===== config.mk =====
export PLATFORM = sky130hd
export DESIGN_NAME = price_band_monitor
export DESIGN_NICKNAME = d
export VERILOG_FILES = /design/src/rtl/price_pkg.sv /design/src/rtl/price_chan_fsm.sv /design/src/rtl/price_band_monitor.sv
export SDC_FILE = /design/constraint.sdc
export NUM_CORES = 1
export LEC_CHECK = 0
export CAP_MARGIN = 0
export CELL_PAD_IN_SITES_DETAIL_PLACEMENT = 1
export CELL_PAD_IN_SITES_GLOBAL_PLACEMENT = 2
export CORE_ASPECT_RATIO = 1.1
export CORE_MARGIN = 10
export CORE_UTILIZATION = 40
export CTS_CLUSTER_SIZE = 10
export DETAILED_ROUTE_END_ITERATION = 8
export PLACE_DENSITY_LB_ADDON = 0.1
export SETUP_SLACK_MARGIN = 0.5
export SYNTH_ARGS = -nofsm -noshare
export SYNTH_HDL_FRONTEND = slang
export SYNTH_HIERARCHICAL = 1
export SYNTH_SLANG_ARGS = --single-unit

===== constraint.sdc =====
create_clock -name clk -period 4.6 [get_ports clk]
set_input_delay 1.15 -clock clk [delete_from_list [all_inputs] [get_ports clk]]
set_output_delay 1.15 -clock clk [all_outputs]
set_load 0.02 [all_outputs]

===== src/rtl/price_pkg.sv =====
// Shared types for the multi-channel price band monitor.
package price_pkg;

  typedef enum logic [1:0] {
    IDLE = 2'b00,
    BAND = 2'b01,
    LOW  = 2'b10,
    HIGH = 2'b11
  } zone_t;

  typedef enum logic [1:0] {
    NONE = 2'd0,
    UP   = 2'd1,
    DOWN = 2'd2
  } pend_t;

  typedef enum logic [1:0] {
    INSIDE = 2'd0,
    ABOVE  = 2'd1,
    BELOW  = 2'd2
  } cls_t;

endpackage


===== src/rtl/price_chan_fsm.sv =====
// One channel: config registers, confirmed zone, pending direction and
// saturating debounce counter. Exposes the post-sample zone for the top's output mux.
module price_chan_fsm
  import price_pkg::*;
#(
  parameter int PRICE_W   = 8,
  parameter int DEB_W     = 4,
  parameter int UPPER_DEF = 105,
  parameter int LOWER_DEF = 95,
  parameter int DEB_DEF   = 3
) (
  input  logic               clk,
  input  logic               reset,
  input  logic               i_smp_valid,
  input  logic [PRICE_W-1:0] i_price,
  input  logic               i_cfg_we,
  input  logic [PRICE_W-1:0] i_cfg_upper,
  input  logic [PRICE_W-1:0] i_cfg_lower,
  input  logic [DEB_W-1:0]   i_cfg_deb,
  output zone_t              o_zone,
  output zone_t              o_zone_nxt,
  output logic               o_event
);

  logic [PRICE_W-1:0] r_upper;
  logic [PRICE_W-1:0] r_lower;
  logic [DEB_W-1:0]   r_deb;
  logic [DEB_W-1:0]   r_cnt;
  zone_t              r_zone;
  pend_t              r_pend;

  cls_t               w_cls;
  logic [DEB_W-1:0]   w_d;
  logic [DEB_W-1:0]   w_cnt_inc;
  zone_t              w_zone_n;
  pend_t              w_pend_n;
  logic [DEB_W-1:0]   w_cnt_n;

  // ABOVE wins over BELOW when upper == lower == price.
  assign w_cls = (i_price >= r_upper) ? ABOVE :
                 (i_price <= r_lower) ? BELOW : INSIDE;
  assign w_d       = (r_deb == '0) ? DEB_W'(1) : r_deb;
  assign w_cnt_inc = (r_cnt == '1) ? r_cnt : r_cnt + DEB_W'(1);

  always_comb begin
    w_zone_n = r_zone;
    w_pend_n = r_pend;
    w_cnt_n  = r_cnt;
    if (i_smp_valid) begin
      case (w_cls)
        INSIDE: begin
          w_zone_n = BAND;
          w_pend_n = NONE;
          w_cnt_n  = '0;
        end
        ABOVE: begin
          if (r_zone != HIGH) begin
            w_cnt_n = (r_pend == UP) ? w_cnt_inc : DEB_W'(1);
            if (w_cnt_n >= w_d) begin
              w_zone_n = HIGH;
              w_pend_n = NONE;
              w_cnt_n  = '0;
            end else begin
              w_pend_n = UP;
            end
          end
        end
        BELOW: begin
          if (r_zone != LOW) begin
            w_cnt_n = (r_pend == DOWN) ? w_cnt_inc : DEB_W'(1);
            if (w_cnt_n >= w_d) begin
              w_zone_n = LOW;
              w_pend_n = NONE;
              w_cnt_n  = '0;
            end else begin
              w_pend_n = DOWN;
            end
          end
        end
        default: ;
      endcase
    end
  end

  // A config write in the same cycle as a sample keeps the sample's zone
  // result but discards its pending/counter update.
  always_ff @(posedge clk) begin
    if (reset) begin
      r_upper <= PRICE_W'(UPPER_DEF);
      r_lower <= PRICE_W'(LOWER_DEF);
      r_deb   <= DEB_W'(DEB_DEF);
      r_cnt   <= '0;
      r_zone  <= IDLE;
      r_pend  <= NONE;
    end else begin
      r_zone <= w_zone_n;
      if (i_cfg_we) begin
        r_upper <= i_cfg_upper;
        r_lower <= i_cfg_lower;
        r_deb   <= i_cfg_deb;
        r_pend  <= NONE;
        r_cnt   <= '0;
      end else begin
        r_pend <= w_pend_n;
        r_cnt  <= w_cnt_n;
      end
    end
  end

  assign o_zone     = r_zone;
  assign o_zone_nxt = w_zone_n;
  assign o_event    = i_smp_valid && (w_zone_n != r_zone);

endmodule


===== src/rtl/price_band_monitor.sv =====
// Multi-channel price threshold detector: demuxes samples/config to per-channel
// FSMs and registers the selected channel's result.
module price_band_monitor
  import price_pkg::*;
#(
  parameter int  PRICE_W   = 8,
  parameter int  NUM_CH    = 4,
  parameter int  DEB_W     = 4,
  parameter int  UPPER_DEF = 105,
  parameter int  LOWER_DEF = 95,
  parameter int  DEB_DEF   = 3,
  localparam int CH_W      = (NUM_CH > 1) ? $clog2(NUM_CH) : 1
) (
  input  logic                clk,
  input  logic                reset,
  input  logic                cfg_we,
  input  logic [CH_W-1:0]     cfg_ch,
  input  logic [PRICE_W-1:0]  cfg_upper,
  input  logic [PRICE_W-1:0]  cfg_lower,
  input  logic [DEB_W-1:0]    cfg_deb,
  output logic                cfg_err,
  input  logic                in_valid,
  input  logic [CH_W-1:0]     in_ch,
  input  logic [PRICE_W-1:0]  in_price,
  output logic                out_valid,
  output logic [CH_W-1:0]     out_ch,
  output logic [1:0]          out_zone,
  output logic                out_event,
  output logic [2*NUM_CH-1:0] zone_vec
);

  if (NUM_CH < 1) begin : g_chk_numch
    $error("price_band_monitor: NUM_CH must be at least 1");
  end
  if (UPPER_DEF < LOWER_DEF) begin : g_chk_def
    $error("price_band_monitor: UPPER_DEF must be >= LOWER_DEF");
  end
  if (DEB_DEF >= (2 ** DEB_W)) begin : g_chk_deb
    $error("price_band_monitor: DEB_DEF does not fit in DEB_W bits");
  end

  logic  w_smp_ok;
  logic  w_cfg_ok;
  zone_t w_zone     [NUM_CH];
  zone_t w_zone_nxt [NUM_CH];
  logic  w_event    [NUM_CH];

  assign w_smp_ok = in_valid && (int'(in_ch) < NUM_CH);
  assign w_cfg_ok = cfg_we && (cfg_upper >= cfg_lower) && (int'(cfg_ch) < NUM_CH);

  for (genvar i = 0; i < NUM_CH; i++) begin : g_ch
    price_chan_fsm #(
      .PRICE_W   (PRICE_W),
      .DEB_W     (DEB_W),
      .UPPER_DEF (UPPER_DEF),
      .LOWER_DEF (LOWER_DEF),
      .DEB_DEF   (DEB_DEF)
    ) u_chan (
      .clk         (clk),
      .reset       (reset),
      .i_smp_valid (w_smp_ok && (in_ch == CH_W'(i))),
      .i_price     (in_price),
      .i_cfg_we    (w_cfg_ok && (cfg_ch == CH_W'(i))),
      .i_cfg_upper (cfg_upper),
      .i_cfg_lower (cfg_lower),
      .i_cfg_deb   (cfg_deb),
      .o_zone      (w_zone[i]),
      .o_zone_nxt  (w_zone_nxt[i]),
      .o_event     (w_event[i])
    );
  end

  always_comb begin
    zone_vec = '0;
    for (int unsigned k = 0; k < NUM_CH; k++) begin
      zone_vec[2*k +: 2] = w_zone[k];
    end
  end

  always_ff @(posedge clk) begin
    if (reset) begin
      out_valid <= 1'b0;
      out_event <= 1'b0;
      cfg_err   <= 1'b0;
      out_zone  <= IDLE;
      out_ch    <= '0;
    end else begin
      out_valid <= w_smp_ok;
      out_event <= 1'b0;
      cfg_err   <= cfg_we && !w_cfg_ok;
      if (w_smp_ok) begin
        out_ch    <= in_ch;
        out_zone  <= w_zone_nxt[in_ch];
        out_event <= w_event[in_ch];
      end
    end
  end

endmodule


After elaboration in Yosys (flattened, before gate mapping):

Cells that the tools add are included.

* $add $sub $neg: 4
* order comparisons: 18
* eq/ne operators: 46
* muxes and demuxes: 94
* bitwise operators: 2
* reductions and logical operators: 38

Operators with widths (number)
* $mux W4: 32
* $mux W2: 42
* $pmux W2 S3: 8
* $pmux W4 S3: 4
* $ge A8 B8 Y1: 5
* $ge A4 B4 Y1: 8
* $le A8 B8 Y1: 4
* $eq A2 B2 Y1 const B: 12
* $eq A2 B1 Y1 const B: 10
* $add A4 B1 Y4 const B: 4
* $eq A4 B4 Y1 const B: 4
* $logic_not A4 Y1: 4
* $ne A2 B1 Y1 const B: 8
* $ne A2 B2 Y1 const B: 8
* $reduce_and A4 Y1: 4
* $logic_and A1 B1 Y1: 14
* $logic_not A2 Y1: 6
* $reduce_bool A3 Y1: 4
* $reduce_or A2 Y1: 5
* $ne A2 B2 Y1: 4
* $mux W1: 6
* $bmux W2 S2: 1
* $ge A3 B3 Y1 const B: 1
* $not A2 Y3: 1
* other kinds (3): 3

* register bits: 119
* output and inout port bits: 15

Depth between registers and ports, before layout:

* depth after elaboration: 13
* depth in mapped cells: 16

By module:

Netlist, hierarchy kept.

Modules (own cells, without submodules)
* price_chan_fsm: times used 4, cells an instance 212, area each 1795.5 sq um, sequential area each 560.5 sq um
* price_band_monitor: times used 1, cells an instance 67, area each 575.6 sq um, sequential area each 140.1 sq um

Worst setup path after synthesis:

OpenSTA, ideal clock, no wires.

* path kind: in2reg
* start point: input in_price[7]
* end point: register out_event
* library setup time: 0.115 ns
* arrival time: 3.200 ns
* data required time: 4.485 ns
* setup slack: 1.285 ns
* stages on the path: 8
* buffers on the path: 0
* cell sequence: ha_1 and3_4 a221o_1 a41oi_4 and3_1 a221oi_1 mux4_2 and2_1

RTL lines
* start: declaration: RTL line price_band_monitor.sv:24 `input logic [PRICE_W-1:0] in_price,`
* end signal: assignment: RTL line price_band_monitor.sv:94 `out_event <= w_event[in_ch];`
* end: declaration: RTL line price_band_monitor.sv:28 `output logic out_event,`

==> flow_summary.toml <==
[final_layout]
drive_above_1_share_pct = 7.27
stdcell_count = 1224
area_growth_pct = 17.1
diodes = 0
nets = 1109
nFillCells = 2211

[timing]
rsz0062_at_grt = "no"
drv_slew = 0
slew_headroom_pct = 53.3
final.min_clock_period_ps = 3930
finalSetupViolCount = 0
setup-tns-final_ps = 0
max_freq_mhz = 255
hold_viol_final = 0
worstMarginPinSlew_ps = 699
finClkSkew_ps = 12.2
finalCritPeriodShare_pct = 85.4

[run]
drv_cap = 0

[logic_synthesis]
syn_avg_cell_area_um2 = 8.48
mappedNetlistNets = 1059
ys_warn_count = 6
ys_seq_area_share_pct = 30.7
netlist_area_um2 = 7760
synth_area_leaders = "dfxtp_1, ha_1, mux2i_1"
synth_seq_cells = 119
synth_top_area_share_pct = 30.7
ys_types = 45
netlist_instances = 915
yosysTopAreaCell = "dfxtp_1"

[clocking]
cts.sinks = 119
root_buffer = "clkbuf_16"
ctsHtreeMaxLevel = 4
worst_skew_pair.late_latency_ps = 420
ctsResizeCount = 0
clk_pin_slew_ps = 50
max-clock-path-buffers = 2
cts_made_buffers = 17
cts_tree = "built"
holdBufCountCts = 0
post_cts_buffers = 0

[power]
switchingPower_uw = 740
pwr-share-comb_pct = 15.0
clkPwrFrac_pct = 45.3
p_per_area_nw_per_um2 = 299
power_frac_seq_pct = 39.7
vdd_drop_max_mv = 0.245
p_int_mw = 1.97
leakage_nw = 3.77
switching_share_pct = 27.3

[routing]
ant_nets = 0
wl_per_cell_um = 19.3
drtIter0Drc = 310
vias = 6773
firstDrtPassIters = 4
drt-total-wl_mm = 23.6
viasPerCell = 5.53
drc = 0

[global_routing]
antenna_found_initial = 0
grt_pass1_wl_mm = 38.5
grt_usage_pct = 18.6
overflow = 0
first_global_vias = 7297
grt_max_degree = 32

[die]
initial_core_util_pct = 40.6
coreArea_um2 = 19100
die_area_um2 = 25400
ios = 51
num_rows = 53
die_height_um = 166
die_w_um = 153

[hold_path]
hold_path_class = "reg -> reg"
worstHoldStart = "g_ch[3].u_chan/r_upper[0]"

[placed_design]
place_inst = 1193
numPortBuffers = 50
post-dp-hpwl_mm = 18.4
globalplace.congestion = 0.877

[run_status]
status = "finished clean"

[critical_path]
critPathRequiredTime_ps = 4910
endpoint_kind = "register"
cp_max_fo = 10
crit-reg2reg-launch = "g_ch[0].u_chan/r_cnt[1]"
startpoint = "in_price[6]"
crit_path_start_kind = "primary input"
crit_type = "in -> reg"
worstPathArrival_ps = 4240
==> area by class of cell <==
type / instances / area, µm² / share of cell area (%)
multi-input cells: 660 / 4880 / 53.8
flip-flops and latches: 119 / 2380 / 26.2
repair buffers: 58 / 556 / 6.11
clock buffers: 23 / 498 / 5.48
inverters: 109 / 409 / 4.50
well taps: 247 / 309 / 3.40
clock inverters: 8 / 47.5 / 0.523
==> path summary, 6_finish.rpt <==
kind | end | slack (ps) | depth (start not counted)
max reg2reg | out_event | 1360 | 12
min | g_ch[3].u_chan/r_upper[0] | 480 | 2
max | out_event | 670 | 9
min reg2reg | g_ch[3].u_chan/r_upper[0] | 480 | 2
==> state kept, by name, summed over array words and instances, names as in the netlist, 2 cells and up <==
| register | count |
|---|---|
| g_ch.u_chan/r_deb | 16 |
| g_ch.u_chan/r_upper | 32 |
| g_ch.u_chan/o_zone | 8 |
| g_ch.u_chan/r_lower | 32 |
| g_ch.u_chan/r_cnt | 16 |
| g_ch.u_chan/r_pend | 8 |
| out_zone | 2 |
| out_ch | 2 |
==> cells by family after synthesis <==
kind of cell,share of synthesized area (%)
xor gates and xnor gates,0.903
muxes,8.42
AOI/OAI and AO/OA,18.9
adders and majority gates,17.4
buffers and inverters,6.60
DFF,30.7
and+or+nand+nor,17.1
==> cell usage in the layout (no fill, tap or decap), drive strengths merged, types with 28 or more instances in the layout <==
cell type | netlist | final
a21oi | 37 | 37
clkdlybuf4s50 | 0 | 49
dfxtp | 119 | 119
ha | 108 | 108
inv | 109 | 109
mux2i | 63 | 63
nand2 | 85 | 85
nand3 | 28 | 28
nor2 | 84 | 84
o211ai | 40 | 40
o21ai | 42 | 42
==> per-layer routing <==
| metal | GRT usage (%) | vias up | wire length [µm] |
|---|---|---|---|
| li1 | - | 3336 | - |
| met1 | 22.2 | 3318 | 10600 |
| met2 | 32.7 | 96 | 11900 |
| met3 | 3.70 | 23 | 728 |
| met4 | 5.44 | 0 | 404 |
| met5 | 0 | - | 0 |
==> synth_stat cells, drive strengths merged <==
cell type	number
a31o	4
a2111o	1
nor3b	2
dfxtp	119
buf	5
o21ai	42
nand2b	22
o211ai	40
nor2b	9
o22ai	10
o32ai	8
nand3	28
nand2	85
a2111oi	4
mux2i	63
a31oi	8
and3b	2
ha	108
a21oi	37
clkbuf	22
a221o	4
xnor2	8
mux4	1
nor2	84
and3	13
and2	9
a22oi	4
inv	109
nor4b	1
nor3	14
a21o	12
a41oi	4
o31ai	4
a221oi	8
o2bb2ai	4
nand4	9
or2	4
a211o	4
==> through the flow <==
step	instance area (µm²)	power [mW]	worst slack, ps	util (%)	hold WS (ps)
after floorplan	7760	1.34	1290	-	443
after global placement	8540	1.49	333	44.7	458
after detailed placement	8540	1.50	263	44.7	466
after CTS	9090	2.74	692	47.6	481
after global routing	9090	2.85	534	47.6	500
final	9090	2.71	673	47.6	476
==> critical path, cell delays in order <==
cell             delay, ps
clkdlybuf4s50_1        770
ha_1                   340
a21o_1                 170
a221o_1                370
a41oi_4                370
and3_1                 290
a221oi_1               140
mux4_2                 470
and2_1                 160
==> power by group through the flow <==
stage / combinational (mW) / clock, mW / sequential (mW)
global placement: 0.389 / 0 / 1.10
CTS: 0.409 / 1.26 / 1.08
global route: 0.451 / 1.31 / 1.08
detailed placement: 0.406 / 0 / 1.10
finish: 0.406 / 1.23 / 1.08
floorplan: 0.245 / 0 / 1.10
Power figures use the tool's default switching activity.
